**src/rtl/sha256_pkg.sv**
```systemverilog
// SHA-256 constants (IV, round constants) and the bitwise helper functions
// shared by the round datapath and the message scheduler.
package sha256_pkg;

  typedef enum logic [1:0] {S_IDLE, S_ROUND, S_FINAL} state_t;

  // H0 sits in the top word, H7 in the bottom word.
  localparam logic [255:0] IV = {
    32'h6a09e667, 32'hbb67ae85, 32'h3c6ef372, 32'ha54ff53a,
    32'h510e527f, 32'h9b05688c, 32'h1f83d9ab, 32'h5be0cd19
  };

  localparam logic [31:0] K [0:63] = '{
    32'h428a2f98, 32'h71374491, 32'hb5c0fbcf, 32'he9b5dba5, 32'h3956c25b, 32'h59f111f1, 32'h923f82a4, 32'hab1c5ed5,
    32'hd807aa98, 32'h12835b01, 32'h243185be, 32'h550c7dc3, 32'h72be5d74, 32'h80deb1fe, 32'h9bdc06a7, 32'hc19bf174,
    32'he49b69c1, 32'hefbe4786, 32'h0fc19dc6, 32'h240ca1cc, 32'h2de92c6f, 32'h4a7484aa, 32'h5cb0a9dc, 32'h76f988da,
    32'h983e5152, 32'ha831c66d, 32'hb00327c8, 32'hbf597fc7, 32'hc6e00bf3, 32'hd5a79147, 32'h06ca6351, 32'h14292967,
    32'h27b70a85, 32'h2e1b2138, 32'h4d2c6dfc, 32'h53380d13, 32'h650a7354, 32'h766a0abb, 32'h81c2c92e, 32'h92722c85,
    32'ha2bfe8a1, 32'ha81a664b, 32'hc24b8b70, 32'hc76c51a3, 32'hd192e819, 32'hd6990624, 32'hf40e3585, 32'h106aa070,
    32'h19a4c116, 32'h1e376c08, 32'h2748774c, 32'h34b0bcb5, 32'h391c0cb3, 32'h4ed8aa4a, 32'h5b9cca4f, 32'h682e6ff3,
    32'h748f82ee, 32'h78a5636f, 32'h84c87814, 32'h8cc70208, 32'h90befffa, 32'ha4506ceb, 32'hbef9a3f7, 32'hc67178f2
  };

  function automatic logic [31:0] rotr(input logic [31:0] x, input int n);
    return (x >> n) | (x << (32 - n));
  endfunction

  // Message-schedule sigmas
  function automatic logic [31:0] small_s0(input logic [31:0] x);
    return rotr(x, 7) ^ rotr(x, 18) ^ (x >> 3);
  endfunction

  function automatic logic [31:0] small_s1(input logic [31:0] x);
    return rotr(x, 17) ^ rotr(x, 19) ^ (x >> 10);
  endfunction

  // Compression-round Sigmas
  function automatic logic [31:0] big_s0(input logic [31:0] x);
    return rotr(x, 2) ^ rotr(x, 13) ^ rotr(x, 22);
  endfunction

  function automatic logic [31:0] big_s1(input logic [31:0] x);
    return rotr(x, 6) ^ rotr(x, 11) ^ rotr(x, 25);
  endfunction

  function automatic logic [31:0] ch(input logic [31:0] e, input logic [31:0] f, input logic [31:0] g);
    return (e & f) ^ (~e & g);
  endfunction

  function automatic logic [31:0] maj(input logic [31:0] a, input logic [31:0] b, input logic [31:0] c);
    return (a & b) ^ (a & c) ^ (b & c);
  endfunction

endpackage

```
**src/rtl/sha256_round.sv**
```systemverilog
// One combinational SHA-256 round: {a..h} in, {a..h} out, a in the top word.
module sha256_round
  import sha256_pkg::*;
(
  input  logic [255:0] i_state,
  input  logic [31:0]  i_k,
  input  logic [31:0]  i_w,
  output logic [255:0] o_state
);

  logic [31:0] w_a, w_b, w_c, w_d, w_e, w_f, w_g, w_h;
  logic [31:0] w_t1, w_t2;

  assign {w_a, w_b, w_c, w_d, w_e, w_f, w_g, w_h} = i_state;
  assign w_t1    = w_h + big_s1(w_e) + ch(w_e, w_f, w_g) + i_k + i_w;
  assign w_t2    = big_s0(w_a) + maj(w_a, w_b, w_c);
  assign o_state = {w_t1 + w_t2, w_a, w_b, w_c, w_d + w_t1, w_e, w_f, w_g};

endmodule

```
**src/rtl/sha256_stream_core.sv**
```systemverilog
// Iterative SHA-256 compression core: one 512-bit block in, chained H out.
// UNROLL (1, 2 or 4) rounds run per ROUND cycle; a 16-word sliding window
// produces the message schedule on the fly.
module sha256_stream_core
  import sha256_pkg::*;
#(
  parameter int UNROLL   = 1,
  parameter int CHAIN_EN = 1
) (
  input  logic         CLK,
  input  logic         nreset,
  input  logic         block_valid,
  output logic         block_ready,
  input  logic         block_first,
  input  logic [511:0] block_data,
  output logic [255:0] digest,
  output logic         digest_valid,
  output logic         busy
);

  state_t       r_state, w_nstate;
  logic [6:0]   r_rnd;
  logic [255:0] r_h, r_digest, r_v;
  logic         r_dv;
  logic [31:0]  r_w [0:15];

  logic [31:0]  w_ext [0:15+UNROLL];
  logic [255:0] w_next_v, w_hsum;
  logic         w_accept, w_use_iv, w_last;

  assign w_use_iv     = block_first || (CHAIN_EN == 0);
  assign w_last       = (r_rnd == 7'(64 - UNROLL));
  assign block_ready  = (r_state == S_IDLE);
  assign busy         = (r_state != S_IDLE);
  assign digest       = r_digest;
  assign digest_valid = r_dv;

  // Schedule window extended by UNROLL new words; word i+16 depends on
  // words already in the array, so later words may use earlier new ones.
  always_comb begin
    for (int i = 0; i < 16; i++) w_ext[i] = r_w[i];
    for (int i = 16; i < 16 + UNROLL; i++)
      w_ext[i] = small_s1(w_ext[i-2]) + w_ext[i-7] + small_s0(w_ext[i-15]) + w_ext[i-16];
  end

  // Chain of UNROLL rounds; round g uses K[t+g] and window word g.
  for (genvar g = 0; g < UNROLL; g++) begin : g_rnd
    logic [255:0] w_in, w_out;
    logic [5:0]   w_kidx;
    if (g == 0) begin : g_first
      assign w_in = r_v;
    end else begin : g_next
      assign w_in = g_rnd[g-1].w_out;
    end
    assign w_kidx = r_rnd[5:0] + 6'(g);
    sha256_round u_round (
      .i_state (w_in),
      .i_k     (K[w_kidx]),
      .i_w     (w_ext[g]),
      .o_state (w_out)
    );
  end
  assign w_next_v = g_rnd[UNROLL-1].w_out;

  // Feed-forward: per-word wrap-around add of working vars into H.
  always_comb begin
    w_hsum = '0;
    for (int i = 0; i < 8; i++) w_hsum[32*i +: 32] = r_h[32*i +: 32] + r_v[32*i +: 32];
  end

  // Next-state logic: IDLE -> ROUND on accept, ROUND -> FINAL after round 63.
  always_comb begin
    w_nstate = r_state;
    w_accept = 1'b0;
    case (r_state)
      S_IDLE: if (block_valid) begin
        w_nstate = S_ROUND;
        w_accept = 1'b1;
      end
      S_ROUND: if (w_last) w_nstate = S_FINAL;
      S_FINAL: w_nstate = S_IDLE;
      default: w_nstate = S_IDLE;
    endcase
  end

  // State register.
  always_ff @(posedge CLK or negedge nreset) begin
    if (!nreset) r_state <= S_IDLE;
    else         r_state <= w_nstate;
  end

  // Round counter, chaining value and digest output register.
  always_ff @(posedge CLK or negedge nreset) begin
    if (!nreset) begin
      r_rnd    <= '0;
      r_h      <= IV;
      r_digest <= '0;
      r_dv     <= 1'b0;
    end else begin
      r_dv <= 1'b0;
      if (w_accept) begin
        r_rnd <= '0;
        if (w_use_iv) r_h <= IV;
      end else if (r_state == S_ROUND) begin
        r_rnd <= r_rnd + 7'(UNROLL);
      end else if (r_state == S_FINAL) begin
        r_h      <= w_hsum;
        r_digest <= w_hsum;
        r_dv     <= 1'b1;
      end
    end
  end

  // Working variables and schedule window; meaningless while idle, so no reset.
  always_ff @(posedge CLK) begin
    if (w_accept) begin
      r_v <= w_use_iv ? IV : r_h;
      for (int i = 0; i < 16; i++) r_w[i] <= block_data[511-32*i -: 32];
    end else if (r_state == S_ROUND) begin
      r_v <= w_next_v;
      for (int i = 0; i < 16; i++) r_w[i] <= w_ext[i+UNROLL];
    end
  end

endmodule

```
**config.mk**
```make
export PLATFORM = sky130hd
export DESIGN_NAME = sha256_stream_core
export DESIGN_NICKNAME = d
export VERILOG_FILES = /design/src/rtl/sha256_pkg.sv /design/src/rtl/sha256_round.sv /design/src/rtl/sha256_stream_core.sv
export SDC_FILE = /design/constraint.sdc
export NUM_CORES = 2
export LEC_CHECK = 0
export BUFFER_PORTS_ARGS = -buffer_cell sky130_fd_sc_hd__buf_2
export CORE_MARGIN = 10
export CORE_UTILIZATION = 45
export DETAILED_ROUTE_END_ITERATION = 12
export PLACE_DENSITY_LB_ADDON = 0.12
export REMOVE_ABC_BUFFERS = 1
export SYNTH_ARGS = -nofsm -noshare
export SYNTH_HDL_FRONTEND = slang
export SYNTH_HIERARCHICAL = 1
export SYNTH_SLANG_ARGS = --single-unit
```
**constraint.sdc**
```tcl
create_clock -name CLK -period 19.25 [get_ports CLK]
set_input_delay 3.85 -clock CLK [delete_from_list [all_inputs] [get_ports CLK]]
set_output_delay 3.85 -clock CLK [all_outputs]
set_load 0.02 [all_outputs]
```
==> flow_metrics.tcl <==
set metrics [dict create \
    status "finished clean" \
    finClkSkew_ps 62.1 \
    hold_buffers 0 \
    finalSetupViolCount 0 \
    clkSlewWorstSetupHoldPaths_ps 70 \
    drv_slew 0 \
    htree_levels 4 \
    grt_usage 0.303 \
    rsz0062_at_grt "false" \
    cts.sinks 1290 \
    cts_setup_buffers 0 \
    reg2reg_depth 38 \
    final_cell_mix "nand2_1 (2,567), buf_2 (772), edfxtp_1 (768)" \
    tritoncts "done" \
    start_util 0.452 \
    wl_mm 312 \
    die_w_um 446 \
    grt_max_degree 168 \
    synth_area_um2 81600 \
    yosys.area.top_type_share 0.282 \
    via_per_inst 5.64 \
    routedWlPerCell_um 26.1 \
    hold_depth 2 \
    min_period_ps 10520 \
    leakagePower_nw 43.2 \
    yosys_warnings 6 \
    critPathKind "reg -> reg" \
    grt_pass1_wl_mm 451 \
    min_to "digest[17]$_DFFE_PN0P_" \
    crit_arrival_ps 11120 \
    fin_setup_tns_ps 0 \
    cts_resized 0 \
    root_buffer "clkbuf_16" \
    clockBufferDepth 3 \
    cp_common_cell "fa_1" \
    drtIter0Drc 6612 \
    via_count 67400 \
    dp_hpwl_mm 239 \
    final_cell_area_um2 91400 \
    rows 156 \
    postSynthCellCount 9014 \
    ir_worst_vdd_uv 71.1 \
    drc 0 \
    grt_pass1_vias 65600 \
    ys_ff_latch 1290 \
    dieHeight_um 446 \
    cp_max_fo 18 \
    netlist-cell-type-count 103 \
    r2r-start "r_rnd[1]$_DFFE_PN0P_" \
    synth_ff_type "edfxtp_1" \
    mostFrequentLayoutCell "nand2_1" \
    synthTopCellsByArea "edfxtp_1 (28%), dfrtp_1 (12%), nand2_1 (12%), ha_1 (6.0%), fa_1 (4.8%)" \
    cap_viol_max_count 0 \
    drive_gt1_frac 0.139 \
    min_from "digest[17]$_DFFE_PN0P_" \
    critical-path-slowest-cell "ha_1" \
    async_reset_ff_frac 0.405 \
    core-area_um2 181000 \
    hold_path_class "reg -> reg" \
    timing.final.crit_share 0.547 \
    gp_congestion 0.963 \
    io_buffers 774 \
    slowest_delay_ps 910 \
    syn_avg_cell_area_um2 9.06 \
    die-area_um2 199000 \
    ys_seq_area_frac 0.445 \
    syn2layout_area_growth_pct 11.9 \
    power_w 0.00615 \
    synth_area_leader_cell "edfxtp_1" \
    timing.rr.end "g_rnd[0].w_in[252]$_DFFE_PP_" \
    clk_latency_ps 860 \
    slew_headroom 0.207 \
    firstDrtPassIters 7 \
    max_freq_ghz 0.0950 \
    cp-end-kind "flip-flop" \
    cts_inserted_buffers 151 \
    place_area_um2 86300 \
    reg2reg_setup_slack_ps 8730 \
    num_io_pins 775 \
    fin_nets 10500 \
    ant_nets 0 \
    final_hold_viol_count 0 \
    synth_edf_count 768 \
    tightestPinTransition_ps 1190 \
    cp.required_ps 19840 \
    power-per-cell-area_nw_per_um2 67.3 \
    start_kind "flip-flop" \
    antenna_found_initial 44 \
    grt_overflow 0 \
]
## flip-flops by register name, summed over array words and instances, names as in the netlist
signal        cells
r_state           2
digest          256
r_w             512
r_h             256
g_rnd.w_in      256
digest_valid      1
r_rnd             7
## routing by layer
layer  part of all wire  vias to the layer above  global-route usage
met2               0.47                     2591               0.499
met5            0.00027                        -                   0
met1               0.41                    33200               0.394
li1                   -                    31100                   -
met4              0.046                       14               0.120
met3              0.069                      501              0.0562
## worst max path at each step
| stage | endpoint | slack [ps] | from |
|---|---|---|---|
| after floorplan | g_rnd[0].w_in[0]$_DFFE_PP_ | -21830 | block_valid |
| after global placement | g_rnd[0].w_in[255]$_DFFE_PP_ | 9050 | r_rnd[1]$_DFFE_PN0P_ |
| after detailed placement | g_rnd[0].w_in[252]$_DFFE_PP_ | 8940 | r_rnd[1]$_DFFE_PN0P_ |
| after CTS | g_rnd[0].w_in[252]$_DFFE_PP_ | 8900 | r_rnd[1]$_DFFE_PN0P_ |
| after global routing | g_rnd[0].w_in[255]$_DFFE_PP_ | 8000 | r_rnd[1]$_DFFE_PN0P_ |
| final | g_rnd[0].w_in[252]$_DFFE_PP_ | 8730 | r_rnd[1]$_DFFE_PN0P_ |
## Yosys cell counts, types with 18 or more instances
cell type,count
a211oi_1,46
a21o_1,224
a21oi_1,518
a311oi_1,18
a31oi_1,48
and3_1,37
buf_1,18
buf_4,192
clkbuf_1,381
dfrtp_1,386
dfstp_2,136
edfxtp_1,768
fa_1,195
ha_1,389
inv_1,443
maj3_1,32
mux2_2,35
nand2_1,2569
nand2b_1,67
nand3_1,84
nand3b_1,126
nand4_1,35
nor2_1,632
nor2b_1,46
nor3_1,190
o211ai_1,36
o21a_1,51
o21ai_0,336
o21ai_1,49
o21bai_1,39
o31ai_1,29
xnor2_1,424
xor2_1,163
## where the power goes
part	internal (W)	leakage, nW	switching (W)
clock	0.00168	2.44	0.00128
sequential	0.00293	14.5	0.0000125
combinational	0.0000968	26.3	0.000152
## stage by stage
stage	instances	hold slack [ps]	setup WS [ps]	utilization
after floorplan	8420	456	-21830	-
after global placement	11700	454	9050	0.478
after detailed placement	11700	455	8940	0.478
after CTS	11900	470	8900	0.506
after global routing	11900	492	8000	0.506
final	11900	465	8730	0.506
## critical path: cells and delay by family (launching register included)
kind	cells	cell delay (ps)
fa+ha+maj	8	3820
mux	1	220
xor+xnor	1	340
flops	1	810
simple gates	9	1490
compound gates	15	2840
buf+inv	4	770
## cell type report
| type | instances | area [um^2] |
|---|---|---|
| Fill cell | 17200 | 89200 |
| Tap cell | 2370 | 2970 |
| Clock inverter | 83 | 931 |
| Clock buffer | 193 | 4100 |
| Inverter | 445 | 1680 |
| Sequential cell | 1290 | 36300 |
| Antenna cell | 13 | 32.5 |
| Multi-Input combinational cell | 6685 | 40800 |
| Timing Repair Buffer | 863 | 4580 |
## logic make-up (layout without fill, tap and decap cells)
logic type                 Yosys count  in the layout  synth area share
AOI/OAI and AO/OA                 1568           1568             0.120
buffers and inverters             1039           1584            0.0566
xor gates and xnor gates           587            587            0.0630
and+or+nand+nor                   3860           3860             0.196
DFF                               1290           1290             0.445
other                                0             13                 0
adders and majority gates          616            616             0.111
muxes                               54             54           0.00808
(Power assumes the default switching activity.)
